### src/rtl/video_timing.sv
// Raster timing generator: signed H/V counters that run negative through blanking,
// registered sync/enable/start decodes aligned with the counters, and a frame-rate animation time.
module video_timing #(
    parameter int HACTIVE   = 640,
    parameter int HFRONT    = 16,
    parameter int HSYNC     = 96,
    parameter int HBACK     = 48,
    parameter int VACTIVE   = 480,
    parameter int VFRONT    = 10,
    parameter int VSYNC     = 2,
    parameter int VBACK     = 33,
    parameter bit HSYNC_POL = 1'b0,
    parameter bit VSYNC_POL = 1'b0,
    localparam int HBLANK   = HFRONT + HSYNC + HBACK,
    localparam int HTOTAL   = HACTIVE + HBLANK,
    localparam int VBLANK   = VFRONT + VSYNC + VBACK,
    localparam int VTOTAL   = VACTIVE + VBLANK,
    localparam int HW       = $clog2(HTOTAL) + 1,
    localparam int VW       = $clog2(VTOTAL) + 1
) (
    input  logic                 clk,
    input  logic                 reset,
    input  logic                 time_en,
    input  logic [1:0]           time_div,
    output logic signed [HW-1:0] counter_h,
    output logic signed [VW-1:0] counter_v,
    output logic [7:0]           cur_time,
    output logic                 hsync,
    output logic                 vsync,
    output logic                 display_en,
    output logic                 line_start,
    output logic                 frame_start
);

    if (HFRONT < 1 || HSYNC < 1 || HBACK < 1 || VFRONT < 1 || VSYNC < 1 || VBACK < 1 ||
        HACTIVE < 1 || VACTIVE < 1 || HTOTAL > 2**(HW-1) || VTOTAL > 2**(VW-1)) begin : g_bad_params
        $error("video_timing: illegal timing parameters");
    end

    localparam logic signed [HW-1:0] H_FIRST  = HW'(-HBLANK);
    localparam logic signed [HW-1:0] H_LAST   = HW'(HACTIVE - 1);
    localparam logic signed [HW-1:0] H_ONE    = HW'(1);
    localparam logic signed [HW-1:0] H_SYNC_S = HW'(-HBLANK + HFRONT);
    localparam logic signed [HW-1:0] H_SYNC_E = HW'(-HBACK - 1);
    localparam logic signed [VW-1:0] V_FIRST  = VW'(-VBLANK);
    localparam logic signed [VW-1:0] V_LAST   = VW'(VACTIVE - 1);
    localparam logic signed [VW-1:0] V_ONE    = VW'(1);
    localparam logic signed [VW-1:0] V_SYNC_S = VW'(-VBLANK + VFRONT);
    localparam logic signed [VW-1:0] V_SYNC_E = VW'(-VBACK - 1);

    logic signed [HW-1:0] counter_h_q, counter_h_d;
    logic signed [VW-1:0] counter_v_q, counter_v_d;
    logic [7:0]           cur_time_q, cur_time_d;
    logic [2:0]           div_cnt_q, div_cnt_d;
    logic                 hsync_q, hsync_d;
    logic                 vsync_q, vsync_d;
    logic                 display_en_q, display_en_d;
    logic                 line_start_q, line_start_d;
    logic                 frame_start_q, frame_start_d;
    logic                 h_wrap, v_wrap, frame_wrap;
    logic [3:0]           div_lim_full;
    logic [2:0]           div_lim;

    // Decodes are computed from the next counter values so they land in the same cycle as the counters.
    always_comb begin
        h_wrap       = (counter_h_q == H_LAST);
        v_wrap       = (counter_v_q == V_LAST);
        frame_wrap   = h_wrap && v_wrap;
        counter_h_d  = h_wrap ? H_FIRST : counter_h_q + H_ONE;
        counter_v_d  = counter_v_q;
        if (h_wrap) begin
            counter_v_d = v_wrap ? V_FIRST : counter_v_q + V_ONE;
        end

        div_lim_full = (4'd1 << time_div) - 4'd1;
        div_lim      = div_lim_full[2:0];
        cur_time_d   = cur_time_q;
        div_cnt_d    = div_cnt_q;
        // >= rather than == so shrinking time_div mid-run advances on the very next frame.
        if (frame_wrap && time_en) begin
            if (div_cnt_q >= div_lim) begin
                cur_time_d = cur_time_q + 8'd1;
                div_cnt_d  = 3'd0;
            end else begin
                div_cnt_d  = div_cnt_q + 3'd1;
            end
        end

        hsync_d       = (counter_h_d >= H_SYNC_S && counter_h_d <= H_SYNC_E) ? HSYNC_POL : ~HSYNC_POL;
        vsync_d       = (counter_v_d >= V_SYNC_S && counter_v_d <= V_SYNC_E) ? VSYNC_POL : ~VSYNC_POL;
        display_en_d  = !counter_h_d[HW-1] && !counter_v_d[VW-1];
        line_start_d  = (counter_h_d == H_FIRST);
        frame_start_d = line_start_d && (counter_v_d == V_FIRST);
    end

    always_ff @(posedge clk) begin
        if (reset) begin
            counter_h_q   <= H_LAST;
            counter_v_q   <= V_LAST;
            cur_time_q    <= 8'd0;
            div_cnt_q     <= 3'd0;
            hsync_q       <= ~HSYNC_POL;
            vsync_q       <= ~VSYNC_POL;
            display_en_q  <= 1'b0;
            line_start_q  <= 1'b0;
            frame_start_q <= 1'b0;
        end else begin
            counter_h_q   <= counter_h_d;
            counter_v_q   <= counter_v_d;
            cur_time_q    <= cur_time_d;
            div_cnt_q     <= div_cnt_d;
            hsync_q       <= hsync_d;
            vsync_q       <= vsync_d;
            display_en_q  <= display_en_d;
            line_start_q  <= line_start_d;
            frame_start_q <= frame_start_d;
        end
    end

    assign counter_h   = counter_h_q;
    assign counter_v   = counter_v_q;
    assign cur_time    = cur_time_q;
    assign hsync       = hsync_q;
    assign vsync       = vsync_q;
    assign display_en  = display_en_q;
    assign line_start  = line_start_q;
    assign frame_start = frame_start_q;

endmodule
### config.mk
export PLATFORM = sky130hd
export DESIGN_NAME = video_timing
export DESIGN_NICKNAME = d
export VERILOG_FILES = /design/src/rtl/video_timing.sv
export SDC_FILE = /design/constraint.sdc
export NUM_CORES = 1
export LEC_CHECK = 0
export CAP_MARGIN = 20
export CORE_MARGIN = 1.5
export CORE_UTILIZATION = 55
export CTS_CLUSTER_DIAMETER = 120
export CTS_CLUSTER_SIZE = 12
export DETAILED_ROUTE_END_ITERATION = 10
export PLACE_DENSITY = 0.88
export REMOVE_ABC_BUFFERS = 1
export SETUP_SLACK_MARGIN = 0.3
export SLEW_MARGIN = 40
export SYNTH_ARGS = -nofsm -noshare
export SYNTH_HDL_FRONTEND = slang
export SYNTH_SLANG_ARGS = --single-unit
### constraint.sdc
create_clock -name clk -period 3.5 [get_ports clk]
set_input_delay 0.525 -clock clk [delete_from_list [all_inputs] [get_ports clk]]
set_output_delay 0.525 -clock clk [all_outputs]
set_load 0.03 [all_outputs]
# Word level (Yosys, flattened, before mapping)
# Cells that the tools add are included.
# word_totals
elab_cells	39
register_bits	38
input_bits	5
# classes
addsub	5
shift	1
magnitude_cmp	5
n_eq_ne	4
muxes	6
reduce_logical	9
# op_table
op	count
$mux 11	3
$add 11x2->11 const B	2
$le 11x7->1 const B	2
$eq 11x10->1 const B	1
$eq 11x11->1 const B	1
$eq 11x7->1 const B	1
$eq 11x9->1 const B	1
$ge 11x7->1 const B	1
$ge 11x9->1 const B	1
$add 8x1->8 const B	1
$logic_and 1x1->1	6
$add 3x1->3 const B	1
$ge 3x3->1	1
$mux 3	1
$shl 1x2->3 const A	1
$sub 3x1->3 const B	1
$logic_not 1->1	2
$mux 1	2
$reduce_and 2->1	1

# Longest topological paths before layout
# Gate-level depths: netlist of run 1.
# logic_depth
depth_word	6
mapped_depth	9
depth_no_buf	8

# Least setup slack after synthesis of run 1
# Ideal clock, no wire load.
# synth_path
kind	register to register
from	register counter_h_q[1], in the netlist counter_h[1]
to	register vsync_q, in the netlist vsync
setup_ns	0.139
path_stages_with_launch	8
required_ns	3.361
path_slack_ns	1.195
synth_period_minus_slack_ns	2.305
arrival_ns	2.167
path_buffers	0
cell_sequence	dfxtp_1 -> ha_1 -> and4_1 -> nand3_1 -> mux2i_1 -> nand2_1 -> a2111oi_0 -> o311ai_1
# synth_between
elab_chain_cells	5
# synth_rtl
element	line_no	rtl
start, declared	51	logic signed [HW-1:0] counter_h_q, counter_h_d;
start signal, assigned	108	counter_h_q <= counter_h_d;
$eq 11x11->1 *	66	h_wrap = (counter_h_q == H_LAST);
$mux 11 *	71	if (h_wrap) begin
$ge 11x7->1 or $le 11x7->1 (tied branches)	90	vsync_d = (counter_v_d >= V_SYNC_S && counter_v_d <= V_SYNC_E) ? VSYNC_POL : ~VSYNC_POL;
$logic_and 1x1->1 *	90	
$mux 1 *	90	
end signal, assigned	103	vsync_q <= ~VSYNC_POL;
end signal, assigned	113	vsync_q <= vsync_d;
end, declared	56	logic vsync_q, vsync_d;
# Mark *: on every way between the ends. The rest lies on a longest branch, timed or not.
# A chain may end at the register's enable or synchronous reset.

# Worst setup path after layout of run 1
# layout_path
from	register counter_h_q[0], in the netlist counter_h[0]
to	register cur_time_q[4], in the netlist cur_time[4]
# layout_between
elab_chain_cells	4
# layout_rtl
element	line_no	rtl
$eq 11x11->1	66	
$logic_and 1x1->1	68	frame_wrap = h_wrap && v_wrap;
$logic_and 1x1->1	80	if (frame_wrap && time_en) begin
$reduce_and 2->1 (no source line)	n/a	
end signal, assigned	110	cur_time_q <= cur_time_d;
end, declared	53	logic [7:0] cur_time_q, cur_time_d;
# Every way passes these cells.

==> results of run 1 <==
## critical path, delay by kind of cell (launching register included)
| family | cells | cell delay, ns |
|---|---|---|
| compound gates | 1 | 0.15 |
| fa+ha+maj | 1 | 0.27 |
| flops | 1 | 0.43 |
| simple gates | 5 | 1.86 |
## cells in the mapped netlist (all sizes together) (2+ instances only)
library cell  count  area share [%]
nand4            13             4.0
xnor2            13             5.2
and2              2            0.57
a21oi            12             2.9
or2               3            0.86
and3              8             2.3
a21o              2            0.68
nor4b             2            0.80
o21ai            10             2.3
or4               2            0.68
a31oi             5             1.4
nor3             12             3.2
o22ai             2            0.57
nand2            16             2.7
nand3            13             3.0
or3               6             1.9
nor2b             3            0.86
nor3b             5             1.7
clkbuf            5            0.86
buf               7             2.0
nor4              7             3.5
nor2             20             3.4
ha                9             5.1
xor2              9             3.6
and4              2            0.80
inv               7             1.2
nand2b            8             2.3
dfxtp            38              35
a211oi            2            0.68
## flip-flops by register name, indices dropped and copies added (netlist names)
signal       flops
counter_h       11
counter_v       11
cur_time         8
div_cnt_q        3
display_en       1
frame_start      1
hsync            1
line_start       1
vsync            1
## final timing paths
| kind | to | cells past startpoint |
|---|---|---|
| max | cur_time[4] | 7 |
| min | div_cnt_q[1] | 2 |
| max reg2reg | cur_time[4] | 7 |
| min reg2reg | div_cnt_q[1] | 2 |
## stage by stage
stage | total power [uW] | hold slack (ns) | area (um^2)
CTS | 2650 | 0.498 | 2700
detailed placement | 2320 | 0.486 | 2600
global placement | 2280 | 0.477 | 2600
floorplan | 1860 | 0.447 | 2130
global route | 2830 | 0.531 | 2700
finish | 2660 | 0.497 | 2700
## cell families (layout without fill, tap and decap cells)
family,after synthesis,count (layout),share of synthesized area (%)
buffers and inverters,19,57,4.05
xor gates and xnor gates,22,22,8.79
AOI/OAI and AO/OA,41,41,12.3
and+or+nand+nor,126,126,34.6
DFF,38,38,34.7
adders and majority gates,9,9,5.14
muxes,1,1,0.457
## layer usage
metal | GRT usage [%] | part of all wire, % | up-vias
met5 | 0 | 0 | -
met3 | 4.94 | 6.2 | 8
met4 | 11.0 | 1.5 | 0
met2 | 37.6 | 45 | 77
met1 | 30.6 | 47 | 922
li1 | - | - | 1009
## area by class of cell
class	instances	area [um^2]	area share, %
Multi-Input combinational cell	199	1340	49.8
Sequential cell	38	761	28.2
Timing Repair Buffer	42	413	15.3
Clock buffer	6	82.6	3.06
Tap cell	48	60.1	2.23
Inverter	7	26.3	0.974
Clock inverter	2	12.5	0.464
## where the power goes
part	internal [uW]	total (uW)	switching, uW
registers	542	746	204
clock network	158	317	159
logic	645	1590	948
==> summary.md, run 1 <==
| Metric | Value |
|---|---|
| Fin cells | ~340 |
| Hold-fix buffers at CTS | 0 |
| Chain of cells forming the critical path | ha_1 > nand4_1 > nor3_2 > nand4_1 > nand4bb_1 > or3_1 > a21oi_1 |
| Core Area | 0.00374 mm^2 |
| DRC violation count after routing | 0 |
| First-pass DRT Iterations | 4 |
| Static leakage | 0.00100 uW |
| Count of final hold-check violations | 0 |
| Crit end category | register |
| Final HPWL from detailed placement | approximately 3600 um |
| Crit path arrival time | 3.00 ns |
| Filler cell count | 313 |
| First-pass GRT wire length | approximately 8000 um |
| Total negative setup slack | 0 ns |
| Initial core utilization | between 50% and 60% |
| Clk buf depth | 2 |
| Max rail drop VDD | 0.000742 V |
| Post-Synthesis Cells | ~260 |
| Number of distinct library cells after synthesis | 50 |
| Min Tclk post-route | 2.78 ns |
| Final global-route overflow total | 0 |
| Y dimension of the die | 66.1 um |
| Die outline area | 0.00437 mm^2 |
| Worst setup startpoint | counter_h[0] |
| Initial antenna violation count | 0 |
| R2r startpoint | counter_h[0] |
| Worst max-slew margin expressed relative to the limit | 62.5% |
| Slowest cell delay on critical path | 0.45 ns |
| # Max-Cap Violations | 0 |
| Worst clock skew on the final layout | between 0.009 and 0.01 ns |
| Final period utilization | about four fifths |
| Max Freq | ~0.36 GHz |
| Post-CTS setup buffer count | 0 |
| Post-synthesis register bit count | 38 |
| Clk root buf | sky130_fd_sc_hd__clkbuf_8 |
| Most used cells in the layout excluding fill and tap cells | sky130_fd_sc_hd__clkdlybuf4s50_1, sky130_fd_sc_hd__dfxtp_1, sky130_fd_sc_hd__nor2_1 |
| Number of pins exceeding their max-slew limit in the final report | 0 |
| Syn Std Cell Area | ~0.0022 mm^2 |
| Worst-path clk slew | 0.08 ns |
| Via count of the first global-routing pass | 1,822 |
| Hold Crit Start | div_cnt_q[1] |
| Clock tree from TritonCTS | yes |
| Number of enable flip-flop cells after synthesis | 0 |
| Most common cell after layout, fill and taps aside | sky130_fd_sc_hd__clkdlybuf4s50_1 |
| Synthesis Warnings | 0 |
| Post-synth top flop | sky130_fd_sc_hd__dfxtp_1 |
| Standard-cell rows | 22 |
| Worst Setup Slack, final | slightly above 0.7 ns |
| Final wirelength | between 5000 and 6000 um |
| Number of top-level pins | 40 |
| Total global-route track usage | 23.7% |
| Total setup violations reported at the end of the flow | 0 |
| Source-to-sink clock delay at the later pin of the worst-skew pair | approximately 0.3 ns |
| Result of the run | finished clean |
| Number of instances in the placed design | ~330 |
| Diode insertion count for antenna repair | 0 |
| Utilization after layout | 72.1% |
| Placer's final routability congestion estimate | 0.938 |
| Average wire length per cell after detail routing | 14.6 um |
| Horizontal die dimension | 66.1 um |
| Post-route antenna net violation count | 0 |
| Number of buffers inserted during clock tree synthesis | 5 |
| Crit-path max FO | 11 |
| Vias per cell | between 5 and 6 |
| DP Worst Slack | 0.751 ns |
| Avg Inst Size Synth | 8.56 um^2 |
| Slew at the pin closest to its max-slew limit | 0.557 ns |
| Most frequent CP cell | sky130_fd_sc_hd__nand4_1 |
| Total power density per cell area | approximately 1000 mW/mm^2 |
| Number of vias after detailed routing | 2,016 |
| Worst min-delay path category | reg2reg |
| Fraction of final layout cells sized beyond drive strength 1 | under 10% |
| Number of design-rule violations left by the first detailed-router iteration | 166 |
| CP max-delay cell | sky130_fd_sc_hd__nand4_1 |
| Post-CTS resize count | 0 |
| Number of sinks handled by clock tree synthesis | 38 |
| Kind of start point of the critical path | register |
| H-tree depth | 2 |
| Number of nets in the finished design | 307 |
| Category of the most critical setup path | reg2reg |
| Proportion of synthesized chip area in sequential cells | 34.7% |
| Number of port buffers | 39 |
| Proportion of synthesized flip-flops having asynchronous set or reset | 0% |
| Largest net degree at the start of global routing | 35 |
| Growth of design area from synthesis to finish | 23.1% |
| Unrepaired setup endpoints after global routing | false |
| Data required time at the worst endpoint | 3.73 ns |
| Worst reg2reg setup slack | 0.72 ns |
(Power assumes the default switching activity.)
==> inputs of run 2 (changes only) <==
--- a/config.mk
+++ b/config.mk
@@ -7,11 +7,11 @@
 export LEC_CHECK = 0
 export CAP_MARGIN = 20
 export CORE_MARGIN = 1.5
-export CORE_UTILIZATION = 55
+export CORE_UTILIZATION = 52
 export CTS_CLUSTER_DIAMETER = 120
 export CTS_CLUSTER_SIZE = 12
 export DETAILED_ROUTE_END_ITERATION = 10
-export PLACE_DENSITY = 0.88
+export PLACE_DENSITY = 0.84
 export REMOVE_ABC_BUFFERS = 1
 export SETUP_SLACK_MARGIN = 0.3
 export SLEW_MARGIN = 40
==> constraint.sdc (replaced) <==
create_clock -name clk -period 2.67 [get_ports clk]
set_input_delay 0.4005 -clock clk [delete_from_list [all_inputs] [get_ports clk]]
set_output_delay 0.4005 -clock clk [all_outputs]
set_load 0.03 [all_outputs]
==> run 2 against run 1 <==
  * Die area up 5.5%
  * Core utilization is 1.9 points lower
  * Clock power is 32% higher
  * Critical path type unchanged
  * Largest cell class unchanged
==> summary.md, run 2 (synthesis gave the netlist of run 1 again) <==
| Metric | Value |
|---|---|
| Core Area | 0.00403 mm^2 (+7.6%) |
| Number of pins exceeding their max-slew limit in the final report | 0 (unchanged) |
| Critical path buffers and inverters | 0 (unchanged) |
| Worst-path clk slew | 0.07 ns (about the same) |
| Max Freq | 0.436 GHz (+21%) |
| Final wirelength | 5120 um (+2.3%) |
| Number of design-rule violations left by the first detailed-router iteration | 87 (-48%) |
| Hold Path Stages | 2 (unchanged) |
| First-pass GRT wire length | 8310 um (+3.3%) |
| Total global-route track usage | 23.8% (+0.096 points) |
| Slew at the pin closest to its max-slew limit | 0.403 ns (-0.154 ns) |
| Total setup violations reported at the end of the flow | 0 (unchanged) |
| Number of sinks handled by clock tree synthesis | 38 (unchanged) |
| Vias per cell | 5.75 (-2.4%) |
| Crit-path max FO | 6 (-5) |
| Final HPWL from detailed placement | 3720 um (+3.4%) |
| Category of the most critical setup path | reg2reg |
| Count of final hold-check violations | 0 (unchanged) |
| Initial antenna violation count | 0 (unchanged) |
| Worst max-slew margin expressed relative to the limit | 73.0% (+10 points) |
| Number of nets in the finished design | 317 (+3.3%) |
| Growth of design area from synthesis to finish | 29.0% |
| Result of the run | finished clean |
| Y dimension of the die | 67.9 um (+2.7%) |
| Average wire length per cell after detail routing | 14.5 um (-1.2%) |
| Worst Reg-to-Reg Cells | 7 (unchanged) |
| Family of cells with the greatest summed delay on the critical path | simple AND/OR/NAND/NOR gates |
| Hold Crit Start | div_cnt_q[1] |
| Total chip power | 3670 uW (+38%) |
| Source-to-sink clock delay at the later pin of the worst-skew pair | 0.30 ns (about the same) |
| Most used cells in the layout excluding fill and tap cells | sky130_fd_sc_hd__clkdlybuf4s50_1, sky130_fd_sc_hd__dfxtp_1, sky130_fd_sc_hd__nor2_1 |
| Post-route antenna net violation count | 0 (unchanged) |
| Number of port buffers | 39 (unchanged) |
| Via count of the first global-routing pass | 1,857 (+1.9%) |
| Fin Hold WS | 0.496 ns (-0.000130 ns) |
| CP max-delay cell | sky130_fd_sc_hd__or4_1 |
| Max rail drop VDD | 0.000694 V (-6.4%) |
| Static leakage | 0.00106 uW (+6.3%) |
| Horizontal die dimension | 67.9 um (+2.7%) |
| Total power density per cell area | 1300 mW/mm^2 (+32%) |
| Slowest cell delay on critical path | 0.52 ns (+0.07 ns) |
| Placer's final routability congestion estimate | 0.934 (-0.45%) |
| Crit path arrival time | 2.45 ns (-0.55 ns) |
| Chain of cells forming the critical path | ha_1 > and3_1 > or4_1 > o22ai_1 > nor3_2 > a2111oi_1 > o311ai_1 |
| Unrepaired setup endpoints after global routing | true |
| # Max-Cap Violations | 0 (unchanged) |
| Clk buf depth | 2 (unchanged) |
| Die outline area | 0.00461 mm^2 (+5.5%) |
| Largest net degree at the start of global routing | 23 (-34%) |
| Kind of start point of the critical path | register |
| Reg-to-Reg End | vsync |
| First-pass DRT Iterations | 4 (unchanged) |
| Standard-cell rows | 23 (+4.5%) |
| Worst reg2reg setup slack | 0.38 ns (-0.35 ns) |
| Worst min-delay path category | reg2reg |
| Final period utilization | 85.8% (+6.5 points) |
| Final global-route overflow total | 0 (unchanged) |
| Initial core utilization | 54.4% (-4.1 points) |
| Diode insertion count for antenna repair | 0 (unchanged) |
| Fraction of final layout cells sized beyond drive strength 1 | 14.1% (+5.3 points) |
| Number of top-level pins | 40 (unchanged) |
| Crit end category | register |
| DRC violation count after routing | 0 (unchanged) |
| Worst Setup Slack, final | 0.378 ns (-0.345 ns) |
| Total negative setup slack | 0 ns (unchanged) |
| Clk root buf | sky130_fd_sc_hd__clkbuf_8 |
| R2r startpoint | counter_v[1] |
| H-tree depth | 2 (unchanged) |
| Data required time at the worst endpoint | 2.83 ns (-0.90 ns) |
| Min Tclk post-route | 2.29 ns (-0.485 ns) |
| End point of the worst hold path | div_cnt_q[1] |
| DP Worst Slack | 0.137 ns (-0.615 ns) |
| Number of vias after detailed routing | 2,037 (+1.0%) |
| Clock tree from TritonCTS | yes |
| Most common cell after layout, fill and taps aside | sky130_fd_sc_hd__clkdlybuf4s50_1 |
| Worst clock skew on the final layout | 0.00595 ns (-0.00363 ns) |
| Number of buffers inserted during clock tree synthesis | 5 (unchanged) |
-- run 2: cell types whose count changed in the layout (fill, tap and decap cells not counted), sizes merged --
cell	previous run	this run
buf	3	13
-- run 2: timing repair --
| action | in CTS | in global routing |
|---|---|---|
| hold buffers | 0 | 0 |
| resized for setup | 5 | 7 |
| pin swaps | 0 | 3 |
| setup buffers | 0 | 2 |
| endpoints found under the setup margin | 8 | 9 |
-- run 2: worst min-delay path: stages (launching register included) --
cell and delay [ns]:
sky130_fd_sc_hd__dfxtp_1 0.34, sky130_fd_sc_hd__nand2_1 0.06, sky130_fd_sc_hd__a21oi_1 0.05
-- run 2: worst max-delay path by stage --
| stage | slack, ns | start | depth (start not counted) | end |
|---|---|---|---|---|
| finish | 0.38 | counter_v[1] | 7 | vsync |
| global route | 0.29 | counter_h[0] | 8 | vsync |
| CTS | 0.30 | counter_v[1] | 7 | vsync |
| detailed placement | 0.14 | time_div[1] | 10 | cur_time[0] |
| global placement | 0.23 | time_div[1] | 10 | cur_time[0] |
| floorplan | -0.21 | counter_h[1] | 7 | cur_time[4] |
-- run 2: through the flow --
stage | cell area, um^2 | utilization [%] | std cells
2_1_floorplan | 2130 | - | 244
3_3_place_gp | 2670 | 66.1 | 344
3_5_place_dp | 2670 | 66.1 | 344
4_1_cts | 2780 | 68.9 | 352
5_1_grt | 2830 | 70.2 | 354
6_report | 2830 | 70.2 | 354
-- run 2: metal layers --
layer	up-vias	track usage, %	routed length (um)
met2	59	40.0	2450
met3	9	5.26	339
li1	1021	-	-
met1	948	29.6	2250
met4	0	9.00	77
met5	-	0	0
-- run 2: cell type report --
class / instances / area [um^2]
timing repair buffer: 52 / 492
fill: 337 / 1200
multi-input combinational: 199 / 1390
clock inverter: 2 / 12.5
inverter: 7 / 26.3
sequential: 38 / 766
tap: 50 / 62.6
clock buffer: 6 / 82.6
-- run 2: power breakdown --
group | internal [uW] | switching, uW | leakage [uW] | total [uW]
Combinational | 969 | 1320 | 0.000708 | 2290
Sequential | 714 | 250 | 0.000310 | 963
Clock | 207 | 210 | 0.0000472 | 417
